==> src/rtl/tuner_cfg_loader_if.sv <==
// Tuner configuration port plus coefficient RAM read port, as seen from the loader (master).
// Bus accesses are strobe-based; the tuner never stalls the loader.
interface tuner_cfg_loader_if;
  logic        iocs;
  logic [2:0]  ioaddr;
  logic [15:0] iodout;
  logic        iowr;
  logic        iord;
  logic [15:0] iodin;
  logic [7:0]  caddr;
  logic        crd;
  logic [15:0] cdata;

  modport master (
    output iocs, ioaddr, iodout, iowr, iord, caddr, crd,
    input  iodin, cdata
  );

  modport slave (
    input  iocs, ioaddr, iodout, iowr, iord, caddr, crd,
    output iodin, cdata
  );
endinterface

==> src/rtl/tuner_cfg_loader.sv <==
// Tuner bring-up/retune bus master: one access then WR_GAP idle cycles, done one cycle after the last gap.
// No backpressure; commands while busy are dropped. TUNER_CFG_STATUS_EN adds the status poll read.
module tuner_cfg_loader #(
  parameter int WR_GAP = 3,
  parameter int N_COEF = 128
) (
  input  logic               mclk,
  input  logic               mrst_n,
  input  logic               start,
  input  logic               retune,
  input  logic [31:0]        frq,
  input  logic [2:0]         sc1,
  input  logic [2:0]         sc2,
  input  logic [4:0]         ca1,
  input  logic [4:0]         ca2,
  input  logic               poll,
  output logic               busy,
  output logic               done,
  output logic [2:0]         status,
  tuner_cfg_loader_if.master bus
);

  localparam int GW = $clog2(WR_GAP + 1);

  typedef enum logic [3:0] {
    IDLE, RST_ON, SC1, COEF1, SC2, COEF2, FRQL, FRQH, RST_OFF, RD, DONE
  } state_t;

  state_t      state, nstate;
  logic [GW-1:0] gcnt;
  logic [6:0]  ccnt;
  logic        full;
  logic [31:0] frq_q;
  logic [2:0]  sc1_q, sc2_q;
  logic [4:0]  ca1_q, ca2_q;
  logic [2:0]  ioaddr_q, waddr;
  logic [15:0] iodout_q, wdat;

  logic active, acc, gap_end, last_coef, fetch, coef2;
  logic [6:0] cidx;

  assign active    = (state != IDLE) && (state != DONE);
  assign acc       = active && (gcnt == '0);
  assign gap_end   = (gcnt == GW'(WR_GAP));
  assign last_coef = (ccnt == 7'(N_COEF - 1));
  assign coef2     = (state == SC2) || (state == COEF2);
  // The RAM read for the next coefficient is issued in the last gap cycle before its write.
  assign fetch     = gap_end && ((state == SC1) || (state == SC2) ||
                     (((state == COEF1) || (state == COEF2)) && !last_coef));
  assign cidx      = ((state == COEF1) || (state == COEF2)) ? ccnt + 7'd1 : 7'd0;

  always_ff @(posedge mclk or negedge mrst_n) begin
    if (!mrst_n) state <= IDLE;
    else         state <= nstate;
  end

  always_comb begin
    nstate = state;
    case (state)
      IDLE: begin
        if (start)       nstate = RST_ON;
        else if (retune) nstate = FRQL;
`ifdef TUNER_CFG_STATUS_EN
        else if (poll)   nstate = RD;
`endif
      end
      RST_ON:  if (gap_end) nstate = SC1;
      SC1:     if (gap_end) nstate = COEF1;
      COEF1:   if (gap_end && last_coef) nstate = SC2;
      SC2:     if (gap_end) nstate = COEF2;
      COEF2:   if (gap_end && last_coef) nstate = FRQL;
      FRQL:    if (gap_end) nstate = FRQH;
      FRQH:    if (gap_end) nstate = full ? RST_OFF : DONE;
      RST_OFF: if (gap_end) nstate = DONE;
      RD:      if (gap_end) nstate = DONE;
      DONE:    nstate = IDLE;
      default: nstate = IDLE;
    endcase
  end

  always_comb begin
    waddr = ioaddr_q;
    wdat  = iodout_q;
    case (state)
      RST_ON:  begin waddr = 3'd7; wdat = 16'h0001; end
      SC1:     begin waddr = 3'd2; wdat = {7'b0, ca1_q, 1'b0, sc1_q}; end
      COEF1:   begin waddr = 3'd3; wdat = bus.cdata; end
      SC2:     begin waddr = 3'd4; wdat = {7'b0, ca2_q, 1'b0, sc2_q}; end
      COEF2:   begin waddr = 3'd5; wdat = bus.cdata; end
      FRQL:    begin waddr = 3'd0; wdat = frq_q[15:0]; end
      FRQH:    begin waddr = 3'd1; wdat = frq_q[31:16]; end
      RST_OFF: begin waddr = 3'd7; wdat = 16'h0000; end
      RD:      waddr = 3'd0;
      default: ;
    endcase
    busy       = active;
    done       = (state == DONE);
    bus.iocs   = acc;
    bus.iowr   = acc && (state != RD);
`ifdef TUNER_CFG_STATUS_EN
    bus.iord   = acc && (state == RD);
`else
    bus.iord   = 1'b0;
`endif
    bus.ioaddr = acc ? waddr : ioaddr_q;
    bus.iodout = acc ? wdat : iodout_q;
    bus.crd    = fetch;
    bus.caddr  = fetch ? {coef2, cidx} : 8'd0;
  end

  always_ff @(posedge mclk or negedge mrst_n) begin
    if (!mrst_n) begin
      gcnt     <= '0;
      ccnt     <= '0;
      full     <= 1'b0;
      frq_q    <= '0;
      sc1_q    <= '0;
      sc2_q    <= '0;
      ca1_q    <= '0;
      ca2_q    <= '0;
      ioaddr_q <= '0;
      iodout_q <= '0;
    end else begin
      gcnt <= (active && !gap_end) ? gcnt + 1'b1 : '0;
      if (state == IDLE) begin
        if (start) begin
          full  <= 1'b1;
          frq_q <= frq;
          sc1_q <= sc1;
          sc2_q <= sc2;
          ca1_q <= ca1;
          ca2_q <= ca2;
        end else if (retune) begin
          full  <= 1'b0;
          frq_q <= frq;
        end
      end
      if (((nstate == COEF1) && (state != COEF1)) || ((nstate == COEF2) && (state != COEF2)))
        ccnt <= '0;
      else if (((state == COEF1) || (state == COEF2)) && gap_end && !last_coef)
        ccnt <= ccnt + 7'd1;
      // Data and address hold through the gap so the tuner's synchronizers see stable values.
      if (acc) begin
        ioaddr_q <= waddr;
        iodout_q <= wdat;
      end
    end
  end

`ifdef TUNER_CFG_STATUS_EN
  logic [2:0] status_q;
  logic       unused_iodin;
  assign unused_iodin = ^{bus.iodin[15], bus.iodin[11:0]};
  assign status = status_q;

  always_ff @(posedge mclk or negedge mrst_n) begin
    if (!mrst_n)                         status_q <= '0;
    else if ((state == RD) && acc)       status_q <= bus.iodin[14:12];
  end
`else
  logic unused_poll;
  assign unused_poll = ^{poll, bus.iodin};
  assign status = 3'b000;
`endif

endmodule
==> src/flat_wrapper.sv <==
// flat-port wrapper written by rule: the top's interface ports become plain ports
module tuner_cfg_loader_flat 
#(
  parameter int WR_GAP = 3,
  parameter int N_COEF = 128
)
  (mclk, mrst_n, start, retune, frq, sc1, sc2, ca1, ca2, poll, busy, done, status, bus_iocs, bus_ioaddr, bus_iodout, bus_iowr, bus_iord, bus_caddr, bus_crd, bus_iodin, bus_cdata);
  tuner_cfg_loader_if bus_i ();
  input  logic mclk;
  input  logic mrst_n;
  input  logic start;
  input  logic retune;
  input  logic [31:0] frq;
  input  logic [2:0] sc1;
  input  logic [2:0] sc2;
  input  logic [4:0] ca1;
  input  logic [4:0] ca2;
  input  logic poll;
  output logic busy;
  output logic done;
  output logic [2:0] status;
  output wire logic [$bits(bus_i.iocs)-1:0] bus_iocs;
  output wire logic [$bits(bus_i.ioaddr)-1:0] bus_ioaddr;
  output wire logic [$bits(bus_i.iodout)-1:0] bus_iodout;
  output wire logic [$bits(bus_i.iowr)-1:0] bus_iowr;
  output wire logic [$bits(bus_i.iord)-1:0] bus_iord;
  output wire logic [$bits(bus_i.caddr)-1:0] bus_caddr;
  output wire logic [$bits(bus_i.crd)-1:0] bus_crd;
  input wire logic [$bits(bus_i.iodin)-1:0] bus_iodin;
  input wire logic [$bits(bus_i.cdata)-1:0] bus_cdata;
  assign bus_iocs = bus_i.iocs;
  assign bus_ioaddr = bus_i.ioaddr;
  assign bus_iodout = bus_i.iodout;
  assign bus_iowr = bus_i.iowr;
  assign bus_iord = bus_i.iord;
  assign bus_caddr = bus_i.caddr;
  assign bus_crd = bus_i.crd;
  assign bus_i.iodin = bus_iodin;
  assign bus_i.cdata = bus_cdata;
  tuner_cfg_loader #(.WR_GAP(WR_GAP), .N_COEF(N_COEF)) u_core (.mclk(mclk), .mrst_n(mrst_n), .start(start), .retune(retune), .frq(frq), .sc1(sc1), .sc2(sc2), .ca1(ca1), .ca2(ca2), .poll(poll), .busy(busy), .done(done), .status(status), .bus(bus_i));
endmodule
==> config.mk <==
export PLATFORM = sky130hd
export DESIGN_NAME = tuner_cfg_loader_flat
export DESIGN_NICKNAME = d
export VERILOG_FILES = /design/src/rtl/tuner_cfg_loader_if.sv /design/src/rtl/tuner_cfg_loader.sv /design/src/flat_wrapper.sv
export SDC_FILE = /design/constraint.sdc
export NUM_CORES = 1
export LEC_CHECK = 0
export CORE_UTILIZATION = 25
export DETAILED_ROUTE_END_ITERATION = 12
export PLACE_DENSITY_LB_ADDON = 0.3
export SETUP_SLACK_MARGIN = 0.15
export SLEW_MARGIN = 15
export SYNTH_ARGS = -nofsm -noshare
export SYNTH_HDL_FRONTEND = slang
export SYNTH_SLANG_ARGS = --single-unit
==> constraint.sdc <==
create_clock -name mclk -period 2.3 [get_ports mclk]
set_clock_uncertainty 0.2 [all_clocks]
set_input_delay 0.69 -clock mclk [delete_from_list [all_inputs] [get_ports mclk]]
set_output_delay 0.69 -clock mclk [all_outputs]
set_load 0.02 [all_outputs]
==> results of run 1 <==
## worst min path at each step
| stage | startpoint | endpoint | slack (ns) | cells past startpoint |
|---|---|---|---|---|
| after floorplan | mrst_n | u_core.ca1_q[0] | 0.19 | 0 |
| after global placement | u_core.full | u_core.full | 0.27 | 2 |
| after detailed placement | u_core.full | u_core.full | 0.27 | 2 |
| after CTS | mrst_n | u_core.ccnt[3] | 0.19 | 2 |
| after global routing | mrst_n | u_core.ccnt[0] | 0.22 | 2 |
| final | mrst_n | u_core.ccnt[0] | 0.18 | 2 |
## cells in the final DEF (no fill, tap or decap), types with 10 or more instances in the layout
master	instances
buf_4	95
nor2_1	19
dfrtp_1	78
mux2_2	10
clkbuf_16	10
a21oi_1	10
buf_6	47
mux2_4	39
clkdlybuf4s50_1	66
nand2_1	19
a222oi_1	15
## power by group
part	total [mW]	switching [mW]	internal [mW]
Sequential	2.52	0.395	2.13
Clock	1.49	0.641	0.853
Combinational	7.50	3.28	4.21
## metal layers
layer	wire, µm	GRT usage, %	part of all wire (%)
met1	5790	19.9	46
met2	6120	24.0	48
met3	593	3.30	4.7
met4	184	5.54	1.5
met5	0	0	0
## cells by family (layout without fill, tap and decap cells)
kind of cell               Yosys count  in the layout  share of synthesized area, %
AOI/OAI and AO/OA                   81             81                          14.5
xor gates and xnor gates             6              6                          1.72
adders and majority gates            4              4                          1.14
buffers and inverters               41            257                          6.05
DFF                                 81             81                          48.8
muxes                               53             53                          17.8
other                                1              4                        0.0902
and+or+nand+nor                     84             86                          9.99
## state kept, by name, summed over array words and instances (netlist names), 2 cells and up
name / count
u_core.ca1_q: 5
u_core.ca2_q: 5
u_core.ccnt: 7
u_core.frq_q: 32
u_core.gcnt: 2
u_core.ioaddr_q: 3
u_core.iodout_q: 16
u_core.sc1_q: 3
u_core.sc2_q: 3
u_core.state: 4
## critical path, cell delays in order (launching register included)
cell and delay (ns):
dfrtp_2 0.47, buf_6 0.14, nor3_4 0.19, mux2i_4 0.36, buf_6 0.18, buf_16 0.14, nor2_4 0.04, a31oi_4 0.16
buf_6 0.14
## area by class of cell
cell class	instances	share of cell area (%)
Clock buffer	9	3.12
Clock inverter	7	1.09
Inverter	13	0.675
Multi-Input combinational cell	234	32.1
Sequential cell	81	28.1
Tap cell	216	3.74
Timing Repair Buffer	228	31.2
## timing repair
item	CTS	global route
pin swaps	22	19
setup endpoints to repair	64	81
resized for setup	198	65
gates cloned	2	3
setup buffers	19	19
## metrics by stage
| step | instances | hold WS, ns | setup slack, ns | TNS (ns) |
|---|---|---|---|---|
| after floorplan | 354 | 0.194 | -0.163 | -2.95 |
| after global placement | 729 | 0.267 | -0.923 | -23.31 |
| after detailed placement | 729 | 0.267 | -0.938 | -23.74 |
| after CTS | 766 | 0.187 | -0.787 | -25.60 |
| after global routing | 788 | 0.223 | -0.865 | -35.23 |
| final | 788 | 0.176 | -0.756 | -29.51 |
==> qor.yml, run 1 <==
start_util_pct: 25.9
die_w_um: 131
synth_seq_area_share_pct: 48.8
syn_inst: 351
arrival_ns: 2.17
cts_made_buffers: 9
nets: 655
antenna_left: 0
netlist_area_um2: 4160
grt_pass1_wl_mm: 19.3
setup_viol: 64
io_pins: 121
hp-class: "input pin to asynchronous set/reset pin"
critPathMaxFanout: 6
fmax_mhz: 327
end_kind: "primary output"
root_buffer: "clkbuf_16"
p_leak_nw: 3.13
viasPerCell: 4.57
dr.pass1.iters: 5
ys_seq_elements: 81
finalCritPeriodShare_pct: 133
die_area_um2: 17100
grt_use_total_pct: 15.0
placed_area_um2: 6210
final_util_pct: 45.0
antennaDiodeCount: 0
dpl.hpwl_mm: 8.44
syn_to_final_growth_pct: 73.9
antenna_found_initial: 0
gp_congestion: 0.781
synth_most_common_cell: "dfrtp_1"
ys_warn_count: 0
core_area_um2: 16100
outcome: "finished with violations"
finalHoldViolCount: 0
reg2reg_slack_ns: -0.34
ir_drop_v: 0.000646
overflow: 0
die-height_um: 131
post_drt_wl_per_cell_um: 16.1
period_needed_ns: 3.06
cts_tree: "done"
ys.flop_type: "dfrtp_1"
timing.final.ws_setup_ns: -0.756
synthDominantCellAreaShare_pct: 48.8
rows: 46
cts.sinks: 81
r2r_end: "u_core.frq_q[12]"
drive_above_1_share_pct: 51.0
clk_pin_slew_ns: 0.07
yosys.cell_types.count: 56
synthTopCellsByCount: "dfrtp_1, mux2_4, nor2_1"
port_buffers: 99
drv_cap: 0
rsz0062_at_grt: "true"
reg2reg_from: "u_core.state[2]"
routed_wl_mm: 12.7
insertion_delay_ns: 0.35
grt_max_degree: 82
crit_path_end: "bus_iodout[7]"
drcViolationCount: 0
final_max_slew_viol_count: 0
syn_area_per_cell_um2: 11.8
vias: 3605
fin_area_um2: 7230
crit_start: "u_core.state[2]"
seq_area_um2: 2030
grt_pass1_vias: 3632
drtIter0Drc: 180
multi_input_area_um2: 2320
htreeDepth: 3
start_kind: "register"
synth_edf_count: 0
crit_type: "register to primary output"
cts_hold_buf: 0
p_total_mw: 11.5
fillers: 1477
critPathRequiredTime_ns: 1.41
powerDensity_nw_per_um2: 1590
cts_buffer_depth: 2
r2r_cells: 11
violations: "negative setup slack"
synth_top_area_cell: "dfrtp_1"
synthTopCellsByArea: "dfrtp_1, mux2_4, a222oi_1"
synthArstFlopShare_pct: 100
No activity file was read; power rests on OpenSTA's default activity.
==> run 2, diff against run 1 <==
REMOVE_ABC_BUFFERS = 1   (was unset)
==> run 2 against run 1 <==
  * The flow still finishes with violations (negative setup slack)
  * First-iteration DRC count grew 17%
  * Core utilization fell by 1.2 points
  * Sequential share of layout area is 0.80 points higher
  * Die area did not move
  * Register-to-register slack better by 0.34 ns
  * Cell area shrank 2.7%
  * Via count grew 0.55%
  * Worst hold slack barely moved
  * Maximum frequency rose by 0.99%
==> qor.yml, run 2 (same netlist as run 1, synthesis figures left out) <==
clk_pin_slew_ns: 0.06  # about the same
drtIter0Drc: 210  # +17%
switching_share_pct: 37.1  # -0.46 points
start_util_pct: 25.9  # unchanged
viasPerCell: 4.65  # +1.7%
cts.sinks: 81  # unchanged
setup_tns_ns: -17.21  # +12.30 ns
clockPowerShare_pct: 14.3  # +1.3 points
cts_tree: "done"
cp_common_cell: "buf_4"
io_pins: 121  # unchanged
grt_max_degree: 82  # unchanged
final_cell_mix: "buf_4, dfrtp_1, clkdlybuf4s50_1"
intPower_mw: 6.82  # -5.1%
hp-class: "input pin to asynchronous set/reset pin"
slowest_stage: "dfrtp_2"
violations: "negative setup slack"
die-height_um: 131  # unchanged
drv_cap: 0  # unchanged
grt_use_total_pct: 15.3  # +0.27 points
antennaDiodeCount: 0  # unchanged
drive_above_1_share_pct: 50.4  # -0.60 points
nets: 647  # -1.2%
antenna_found_initial: 0  # unchanged
largest_reg_flops: 32  # unchanged
final_cells: 779  # -1.1%
p_leak_nw: 3.07  # -2.0%
period_needed_ns: 3.03  # -0.0300 ns
core_area_um2: 16100  # unchanged
die_w_um: 131  # unchanged
crit_family: "buffers and inverters"
final_max_slew_viol_count: 0  # unchanged
htreeDepth: 3  # unchanged
top_register: "u_core.frq_q"
syn_to_final_growth_pct: 69.2
grt_pass1_vias: 3791  # +4.4%
fmax_mhz: 330  # +0.99%
insertion_delay_ns: 0.34  # about the same
drcViolationCount: 0  # unchanged
antenna_left: 0  # unchanged
outcome: "finished with violations"
fillers: 1501  # +1.6%
rsz0062_at_grt: "true"
routed_wl_mm: 12.5  # -1.3%
die_area_um2: 17100  # unchanged
dpl.hpwl_mm: 8.32  # -1.4%
powerDensity_nw_per_um2: 1540  # -3.2%
vias: 3625  # +0.55%
end_kind: "primary output"
p_seq_share_pct: 23.5  # +1.6 points
port_buffers: 99  # unchanged
root_buffer: "clkbuf_16"
arrival_ns: 2.14  # -0.03 ns
dr.pass1.iters: 8  # +3
timing.final.ws_setup_ns: -0.726  # +0.0300 ns
power_switching_mw: 4.02  # -7.0%
dp_slack_ns: -0.969  # -0.0306 ns
gp_congestion: 0.853  # +9.2%
rows: 46  # unchanged
post-place-cells: 724  # -0.69%
critical_path_buf_inv_count: 4  # unchanged
finalHoldViolCount: 0  # unchanged
overflow: 0  # unchanged
grt_pass1_wl_mm: 19.7  # +2.3%
start_kind: "register"
crit_chain: "nor3_2 > buf_4 > mux2i_4 > buf_12 > buf_8 > nor2_4 > a31oi_2 > buf_4"
setup_viol: 32  # -50%
final_common_cell: "buf_4"
critPathMaxStageDelay_ns: 0.47  # about the same
cts_made_buffers: 9  # unchanged
critPathRequiredTime_ns: 1.41  # about the same
crit_type: "register to primary output"
p_comb_share_pct: 62.2  # -2.9 points
top_regs: "u_core.frq_q: 32 flops, u_core.iodout_q: 16 flops, u_core.ccnt: 7 flops"
cts_buffer_depth: 2  # unchanged
ir_drop_v: 0.000961  # +49%
finalCritPeriodShare_pct: 132  # -1.3 points
critPathMaxFanout: 7  # +1
post_drt_wl_per_cell_um: 16.1  # -0.13%
run 2: worst register-to-register path, stage by stage (launching register included):
cell      delay (ns)
dfrtp_2         0.47
xor2_4          0.20
and2_4          0.19
buf_6           0.13
a222oi_1        0.39
a31oi_2         0.20
buf_4           0.17
buf_4           0.12
buf_4           0.12
run 2: power by group through the flow:
stage | Sequential [mW] | Combinational [mW] | Clock (mW)
final | 2.55 | 6.75 | 1.55
after detailed placement | 2.50 | 5.28 | 0
after CTS | 2.52 | 6.22 | 1.59
after global placement | 2.49 | 5.22 | 0
after global routing | 2.62 | 7.23 | 1.67
after floorplan | 2.51 | 2.81 | 0
run 2: worst paths after layout:
| kind | depth (start not counted) | slack [ns] | endpoint | startpoint |
|---|---|---|---|---|
| max in group asynchronous | 2 | 1.36 | u_core.frq_q[22] | mrst_n |
| setup / recovery | 8 | -0.73 | bus_iodout[8] | u_core.state[1] |
| hold reg to reg | 2 | 0.28 | u_core.full | u_core.full |
| min in group mclk | 2 | 0.28 | u_core.full | u_core.full |
| setup reg to reg | 8 | 0 | u_core.iodout_q[8] | u_core.state[1] |
| hold / removal | 2 | 0.18 | u_core.ioaddr_q[2] | mrst_n |
run 2: layer usage:
| metal | GRT usage (%) | share of wire [%] | up-vias |
|---|---|---|---|
| met4 | 4.94 | 1.3 | 0 |
| met5 | 0 | 0 | - |
| li1 | - | - | 1704 |
| met1 | 19.5 | 43 | 1779 |
| met2 | 25.1 | 49 | 130 |
| met3 | 4.07 | 5.9 | 12 |
run 2: timing repair:
item                                    4_1_cts  5_1_grt
hold buffers                                  0        0
endpoints found under the setup margin       62       82
setup buffers                                28        8
gates resized for setup                     243       47
cloned                                        3        1
pin swaps                                    25       16
run 2: per-stage QoR:
step                      instance area [µm²]  total power [mW]  utilization (%)  hold WS (ns)
after floorplan                          3970              5.32                -         0.194
after global placement                   5910              7.71             36.8         0.263
after detailed placement                 5910              7.78             36.8         0.264
after CTS                                6770              10.3             42.2         0.190
after global routing                     7030              11.5             43.8         0.208
final                                    7030              10.8             43.8         0.177
run 2: cell type report:
class | instances | area, µm² | share of cell area [%]
Clock buffer | 10 | 239 | 3.40
Timing Repair Buffer | 221 | 2130 | 30.3
Multi-Input combinational cell | 233 | 2230 | 31.7
Sequential cell | 81 | 2030 | 28.9
Tap cell | 216 | 270 | 3.84
Inverter | 13 | 48.8 | 0.694
Clock inverter | 5 | 80.1 | 1.14
==> run 3, diff against run 2 <==
--- a/config.mk
+++ b/config.mk
@@ -9,2 +9,3 @@
 export DETAILED_ROUTE_END_ITERATION = 12
+export HOLD_SLACK_MARGIN = 0.05
 export PLACE_DENSITY_LB_ADDON = 0.3
==> constraint.sdc (replaced) <==
create_clock -name mclk -period 2.3 [get_ports mclk]
set_clock_uncertainty 0.2 [all_clocks]
set_input_delay 0.345 -clock mclk [delete_from_list [all_inputs] [get_ports mclk]]
set_output_delay 0.345 -clock mclk [all_outputs]
set_load 0.02 [all_outputs]
==> run 3 against run 2 <==
  * The run still ends with negative setup slack left
  * Die area did not move
  * Routed wire length rose by 5.6%
  * Flip-flop and latch count did not move
  * Power rose by 2.9%
  * Final cell count fell by 0.13%
  * Critical path depth did not move
  * Cell area rose by 1.7%
  * Maximum frequency rose by 15%
  * First-iteration DRC count fell by 2.9%
  * Combinational power rose by 7.4%
  * Core utilization rose by 0.72 points
  * Largest cell class unchanged
  * Highest routed layer unchanged
==> qor.yml, run 3 (same netlist as run 1, synthesis figures left out) <==
outcome: "finished with violations"
violations: "negative setup slack"
clk_pin_slew_ns: 0.07  # about the same
overflow: 0  # unchanged
drive_above_1_share_pct: 52.1  # +1.7 points
port_buffers: 99  # unchanged
final_max_slew_viol_count: 0  # unchanged
timing.final.ws_setup_ns: -0.330  # +0.397 ns
period_needed_ns: 2.63  # -0.397 ns
critPathRequiredTime_ns: 1.75  # +0.34 ns
grt_max_degree: 49  # -40%
setup_viol: 56  # +75%
gp_congestion: 0.824  # -3.4%
antenna_found_initial: 0  # unchanged
min_path_cells: 1
setup_tns_ns: -6.38  # +10.83 ns
io_pins: 121  # unchanged
insertion_delay_ns: 0.34  # about the same
fmax_mhz: 380  # +15%
start_util_pct: 25.9  # unchanged
max_slew_margin_pct: 60.1
crit_type: "register to primary output"
p_total_mw: 11.2  # +2.9%
finalCritPeriodShare_pct: 114  # -17 points
arrival_ns: 2.08  # -0.06 ns
syn_to_final_growth_pct: 72.0
final_cell_mix: "buf_4, dfrtp_1, clkdlybuf4s50_1"
powerDensity_nw_per_um2: 1560  # +1.2%
rsz0062_at_grt: "true"
ir_drop_v: 0.000795  # -17%
routed_wl_mm: 13.2  # +5.6%
worst_pin_slew_ns: 0.597
root_buffer: "clkbuf_16"
drv_cap: 0  # unchanged
start_kind: "register"
cts_buffer_depth: 2  # unchanged
die-height_um: 131  # unchanged
nets: 646  # -0.15%
die_w_um: 131  # unchanged
core_area_um2: 16100  # unchanged
grt_pass1_vias: 3799  # +0.21%
cts.sinks: 81  # unchanged
end_kind: "primary output"
top_register: "u_core.frq_q"
cts_made_buffers: 9  # unchanged
grt_use_total_pct: 15.7  # +0.39 points
largest_reg_flops: 32  # unchanged
whs_ns: 0.304  # +0.127 ns
vias: 3699  # +2.0%
cts_tree: "done"
dpl.hpwl_mm: 8.85  # +6.3%
top_regs: "u_core.frq_q: 32 flops, u_core.iodout_q: 16 flops, u_core.ccnt: 7 flops"
finalHoldViolCount: 0  # unchanged
htreeDepth: 3  # unchanged
rows: 46  # unchanged
grt_pass1_wl_mm: 20.0  # +1.7%
antenna_left: 0  # unchanged
dr.pass1.iters: 7  # -1
final_common_cell: "buf_4"
p_leak_nw: 3.09  # +0.68%
critPathMaxFanout: 7  # unchanged
antennaDiodeCount: 0  # unchanged
post_drt_wl_per_cell_um: 17.0  # +5.7%
drcViolationCount: 0  # unchanged
die_area_um2: 17100  # unchanged
r2r_cells: 11  # +3
hp-class: "register to register"
viasPerCell: 4.75  # +2.2%
drtIter0Drc: 204  # -2.9%
## run 3: cell types whose count changed in the layout (fill, tap and decap cells not counted), moves of 8 or more
cell,previous run,this run
nor2_1,19,11
nor2_2,2,10
buf_4,104,82
buf_6,31,56
## run 3: critical path, cell delays in order, from the launching register on
cell	delay (ns)
dfrtp_2	0.47
nor3_2	0.16
buf_4	0.15
mux2i_4	0.26
buf_12	0.15
buf_12	0.13
nor2_2	0.04
a31oi_2	0.20
buf_4	0.18
## run 3: repair_timing
item / in CTS / in global routing
pin swaps: 24 / 12
cloned: 4 / 1
hold buffers: 1 / 0
hold endpoints to repair: 33 / 0
resized for setup: 248 / 92
setup endpoints to repair: 63 / 82
buffers inserted: 33 / 9
## run 3: cell type report
class / instances / area, µm²
sequential: 81 / 2030
timing repair buffer: 220 / 2200
multi-input combinational: 233 / 2340
inverter: 13 / 48.8
clock inverter: 4 / 31.3
clock buffer: 11 / 233
tap: 216 / 270
fill: 1494 / 8910
## run 3: per-stage QoR
stage                     cell area, µm²  worst slack (ns)  utilization [%]  std cells
after floorplan                     3970            -0.985                -        326
after global placement              5840            -0.470             36.4        715
after detailed placement            5840            -0.498             36.4        715
after CTS                           6730            -0.345             41.9        768
after global routing                7150            -0.437             44.5        778
final                               7150            -0.330             44.5        778
## run 3: path summary, 6_finish.rpt
check	start	end	slack, ns
max reg2reg	u_core.state[1]	u_core.iodout_q[7]	-0.30
max	u_core.state[2]	bus_iodout[4]	-0.33
min	u_core.sc2_q[0]	u_core.sc2_q[0]	0.30
min in group asynchronous	mrst_n	u_core.gcnt[0]	0.32
max in group asynchronous	mrst_n	u_core.frq_q[7]	0.95
min reg2reg	u_core.sc2_q[0]	u_core.sc2_q[0]	0.30
## run 3: power breakdown
group          internal, mW  total [mW]  switching, mW  leakage, nW
registers              2.13        2.59          0.459        0.971
logic                  4.07        7.25           3.18         2.00
clock network         0.728        1.31          0.585        0.118
## run 3: layer usage
layer	up-vias	GRT usage (%)	routed length (µm)
met5	-	0	0
met3	16	3.22	762
met1	1856	20.4	5900
met4	0	6.22	221
li1	1700	-	-
met2	127	25.5	6350
